**src/rtl/adder_tree_pipe_acc.sv**
```systemverilog
// adder_tree_pipe_acc: pipelined N-input adder tree with a group accumulator and valid/ready flow control.
// One register stage per tree level plus an input stage and an accumulate stage; a single stall freezes everything.
module adder_tree_pipe_acc #(
    parameter int N_IN     = 16,
    parameter int IN_W     = 16,
    parameter int SIGNED   = 1,
    parameter int ACC_GROW = 8,
    localparam int LEVELS  = $clog2(N_IN),
    localparam int TREE_W  = IN_W + LEVELS,
    localparam int OUT_W   = TREE_W + ACC_GROW
) (
    input  logic                 clk,
    input  logic                 reset,
    input  logic                 in_valid,
    output logic                 in_ready,
    input  logic [N_IN*IN_W-1:0] in_data,
    input  logic                 in_last,
    input  logic [7:0]           acc_len,
    output logic                 out_valid,
    input  logic                 out_ready,
    output logic [OUT_W-1:0]     out_data,
    output logic [7:0]           out_cnt
);
    localparam bit SGN = SIGNED != 0;

    logic stall;
    assign stall    = out_valid & ~out_ready;
    assign in_ready = ~stall;

    // Operands are extended to TREE_W up front; the exact sum never exceeds it, so every level adds at TREE_W.
    for (genvar k = 0; k <= LEVELS; k++) begin : g_lvl
        localparam int W = (N_IN >> k) * TREE_W;
        logic [W-1:0] d, nd;
        logic         v, l, nv, nl;
        logic [7:0]   n, nn;
        if (k == 0) begin : g_in
            always_comb begin
                for (int i = 0; i < N_IN; i++)
                    nd[i*TREE_W +: TREE_W] = {{LEVELS{SGN && in_data[i*IN_W+IN_W-1]}}, in_data[i*IN_W +: IN_W]};
            end
            assign nv = in_valid;
            assign nl = in_last;
            assign nn = acc_len;
        end else begin : g_add
            always_comb begin
                for (int i = 0; i < (N_IN >> k); i++)
                    nd[i*TREE_W +: TREE_W] = g_lvl[k-1].d[2*i*TREE_W +: TREE_W] + g_lvl[k-1].d[(2*i+1)*TREE_W +: TREE_W];
            end
            assign nv = g_lvl[k-1].v;
            assign nl = g_lvl[k-1].l;
            assign nn = g_lvl[k-1].n;
        end
        always_ff @(posedge clk or posedge reset) begin
            if (reset) begin
                d <= '0;
                v <= 1'b0;
                l <= 1'b0;
                n <= '0;
            end else if (!stall) begin
                d <= nd;
                v <= nv;
                l <= nl;
                n <= nn;
            end
        end
    end

    logic [TREE_W-1:0] tree;
    logic [OUT_W-1:0]  acc, sum;
    logic [7:0]        cnt, len_q, len_eff;
    logic              first, close;

    assign tree    = g_lvl[LEVELS].d;
    assign first   = cnt == 8'd0;
    assign len_eff = first ? g_lvl[LEVELS].n : len_q;
    assign sum     = (first ? '0 : acc) + {{ACC_GROW{SGN && tree[TREE_W-1]}}, tree};
    assign close   = g_lvl[LEVELS].v & ((cnt + 8'd1 == len_eff) | g_lvl[LEVELS].l | (len_eff <= 8'd1));

    always_ff @(posedge clk or posedge reset) begin
        if (reset) begin
            acc       <= '0;
            cnt       <= '0;
            len_q     <= '0;
            out_valid <= 1'b0;
            out_data  <= '0;
            out_cnt   <= '0;
        end else if (!stall) begin
            out_valid <= close;
            if (g_lvl[LEVELS].v) begin
                acc <= sum;
                cnt <= close ? 8'd0 : cnt + 8'd1;
                if (first) len_q <= g_lvl[LEVELS].n;
            end
            if (close) begin
                out_data <= sum;
                out_cnt  <= cnt + 8'd1;
            end
        end
    end
endmodule

```
**config.mk**
```make
export PLATFORM = sky130hd
export DESIGN_NAME = adder_tree_pipe_acc
export DESIGN_NICKNAME = d
export VERILOG_FILES = /design/src/rtl/adder_tree_pipe_acc.sv
export SDC_FILE = /design/constraint.sdc
export NUM_CORES = 2
export LEC_CHECK = 0
export BUFFER_PORTS_ARGS = -buffer_cell sky130_fd_sc_hd__buf_2
export CAP_MARGIN = 20
export CELL_PAD_IN_SITES_DETAIL_PLACEMENT = 1
export CELL_PAD_IN_SITES_GLOBAL_PLACEMENT = 2
export CORE_ASPECT_RATIO = 0.9
export CORE_MARGIN = 1
export CORE_UTILIZATION = 30
export CTS_CLUSTER_SIZE = 14
export DETAILED_ROUTE_END_ITERATION = 16
export GPL_ROUTABILITY_DRIVEN = 0
export PLACE_DENSITY_LB_ADDON = 0.3
export SETUP_SLACK_MARGIN = 0.02
export SYNTH_ARGS = -nofsm -noshare
export SYNTH_HDL_FRONTEND = slang
export SYNTH_SLANG_ARGS = --single-unit
```
**constraint.sdc**
```tcl
create_clock -name clk -period 29.2 [get_ports clk]
set_clock_uncertainty 0.05 [all_clocks]
set_input_delay 1.46 -clock clk [delete_from_list [all_inputs] [get_ports clk]]
set_output_delay 1.46 -clock clk [all_outputs]
set_load 0.01 [all_outputs]
```
==> out/results.ini <==
[cts]
cts-buffers-inserted = 85
root_buffer = clkbuf_16
cts_resized = 0
clock_latency_ns = 0.67
cts_sinks = 687
post-cts-setup-buffers = 0
cts_hold_buf = 0
htreeDepth = 3
clkTransAtPathRegs_ns = 0.06
cts_buffer_depth = 3
cts_tree = built

[power]
power_leakage_nw = 21.32
peakVddDrop_mv = 0.04304
power_density_nw_per_um2 = 130.3

[detailed_routing]
num_vias = 29850
routed_wl_um = 105900
viasPerCell = 4.717
first_iter_violations = 1172
drtAntennaViolNets = 0
dr.pass1.iters = 5
wire_per_inst_um = 16.73
drc = 0

[setup_path]
critPathMaxFanout = 40
cp-end-kind = flip-flop
critical_path.top_delay_family = simple AND/OR/NAND/NOR gates
crit_required_ns = 29.70
startpoint = cnt[5]$_DFFE_PP0P_
cp-endpoint = acc[26]$_DFFE_PP0P_
cp_cell_sequence = nor4_2 > nand3_2 > and2_1 > ha_1 > fa_1 > a211oi_1 > nor2_1 > o21ai_0 > o31ai_1 > and3_1 > o221ai_1 > o21ai_0 > xor2_1 > mux2_2
worst-path-buf-inv = 0
worstPathArrival_ns = 5.20
cp_slowest_cell = nand3_2
startpoint_type = flip-flop
crit_type = reg -> reg
reg2reg_from = cnt[5]$_DFFE_PP0P_
critical_path.most_common_cell = o21ai_0
r2r_setup_slack_ns = 24.50
cpPeakStageDelay_ns = 0.71
rr_endpoint = acc[26]$_DFFE_PP0P_
worst-path-stages = 14
r2r_cells = 14

[synth]
synthCells = 4319
synth_fp_nets = 4894
synth_edf_count = 0
netlist_area_sq_um = 37950
yosys_warnings = 0
ys_seq_area_share_pct = 45.31
async_reset_ff_share_pct = 100.0
ys.flop_type = dfrtp_1
ys_types = 69
avgSynthCellArea_sq_um = 8.786
synth_seq_cells = 687

[global_route]
grt_use_total_pct = 16.76
grt_start_max_net_pins = 181
overflow = 0
grt_pass1_wl_um = 172400
first_global_vias = 31140
antenna_found_initial = 6

[final_layout]
area_delta_synth_final_pct = 16.11
finalNetCount = 5154
drive_above_1_share_pct = 11.48
final_util_pct = 35.17
final_cell_area_sq_um = 44060

[sta]
tightestPinTransition_ns = 0.9491
fin_ws_ns = 24.50
period_share_pct = 16.08
rsz0062_at_grt = no
finalSetupTns_ns = 0
period_needed_ns = 4.695
max-slew-margin-rel_pct = 36.73
hold_viol_final = 0
max_freq_mhz = 213.0
finalSetupViolCount = 0
slew_violations = 0
whs_ns = 0.4153

[status]
status = completed

[hold_path]
hold_path.class = reg -> reg
hp-start = g_lvl[2].n[7]$_DFFE_PP0N_

[placed_design]
hpwl_um = 78890
io_buffers = 306
place_ws_ns = 24.28
dpl-instance-area_sq_um = 41230

[floorplanning]
start_util_pct = 30.29
num_rows = 123
io_pins = 307
coreArea_sq_um = 125300
die_area_sq_um = 127900
fp.dieW_um = 376.9
die_h_um = 339.4

[run]
maxCapViolCount = 0

sequential cells by signal, summed over array words and instances (netlist names), 8 cells and up:
name and count:
acc 28, out_cnt 8, cnt 8, len_q 8, g_lvl.n 40, out_data 28
g_lvl.d 556
cell usage after synthesis, types with 14 or more instances:
library cell  instances  area [sq um]
a21oi_1             333          1667
and2_1               31         193.9
o31ai_1              25         187.7
nand2_1            1234          4632
xor2_1              125          1095
o211ai_1             14         105.1
a31oi_1              19         118.9
a211oi_1             32         240.2
or3_1                23         143.9
nand3_1              41         205.2
xnor2_1             115          1007
o21ai_0             249          1246
nor2_1              295          1107
nand2b_1             46         287.8
and3_1               22         137.6
o21a_1               69         518.0
mux2_2               31         349.1
nor2b_1              29         181.4
a21o_1               62         465.5
dfrtp_1             687         17190
o21bai_1             23         172.7
clkbuf_1            143         536.8
nor3_1               60         300.3
fa_1                 16         320.3
inv_1               141         529.3
ha_1                290          3628
power breakdown:
part           switching [mW]  leakage [nW]  total [mW]  internal (mW)
Sequential              0.300          8.13        1.66           1.36
Combinational            1.74          11.8        3.01           1.27
Clock                   0.431          1.37        1.07          0.636
Total                    2.47          21.3        5.74           3.27
cell families (layout without fill, tap and decap cells):
family          count (synthesis)  after routing  synth area share (%)
fa+ha+maj                     306            306                 10.41
other cells                     0              1                     0
compound gates                919            919                 14.59
xor+xnor                      240            240                 5.540
flops                         687            687                 45.31
buf+inv                       298            620                 2.997
simple gates                 1820           1820                 19.66
mux                            49             49                 1.500
area by class of cell:
cell class | count | area (sq um)
Tap cell | 1687 | 2111
Clock inverter | 19 | 217.7
Multi-Input combinational cell | 3334 | 19630
Sequential cell | 687 | 17190
Antenna cell | 1 | 2.502
Clock buffer | 130 | 2590
Fill cell | 14750 | 81220
Timing Repair Buffer | 330 | 1774
Inverter | 141 | 544.3
worst min-delay path by stage:
stage	to	slack, ns	cells after the start
6_report	g_lvl[2].n[7]$_DFFE_PP0N_	0.42	2
5_1_grt	g_lvl[0].d[271]$_DFFE_PP0N_	0.43	2
4_1_cts	acc[0]$_DFFE_PP0P_	0.42	2
3_5_place_dp	acc[0]$_DFFE_PP0P_	0.40	2
3_3_place_gp	acc[22]$_DFFE_PP0P_	0.40	2
2_1_floorplan	acc[11]$_DFFE_PP0P_	0.39	2
tightest hold or removal path, delay by kind of cell (launching register included):
family	cells	cell delay, ns
flops	1	0.34
simple gates	2	0.09
cell usage in the layout, fill, tap and decap left out, drive strengths merged, types with 69 or more instances in the layout:
cell type  count
a21oi        333
ha           290
inv          143
nand2       1234
o21a          69
dfrtp        687
buf          330
nor2         295
o21ai        252
xnor2        115
xor2         125
clkbuf       130
metal layers:
metal  vias up  global-route usage, %  part of all wire [%]
met5         -                      0                 0.028
met3       121                  2.736                   2.9
met2       313                  25.25                    43
met4         6                  3.811                   2.0
li1      15040                      -                     -
met1     14370                  24.90                    52
metrics by stage:
step	total power [mW]	instances
6_report	5.739	6329
5_1_grt	6.291	6329
4_1_cts	5.844	6327
3_5_place_dp	4.724	6178
3_3_place_gp	4.661	6178
2_1_floorplan	3.855	4319
Power figures use the tool's default switching activity.
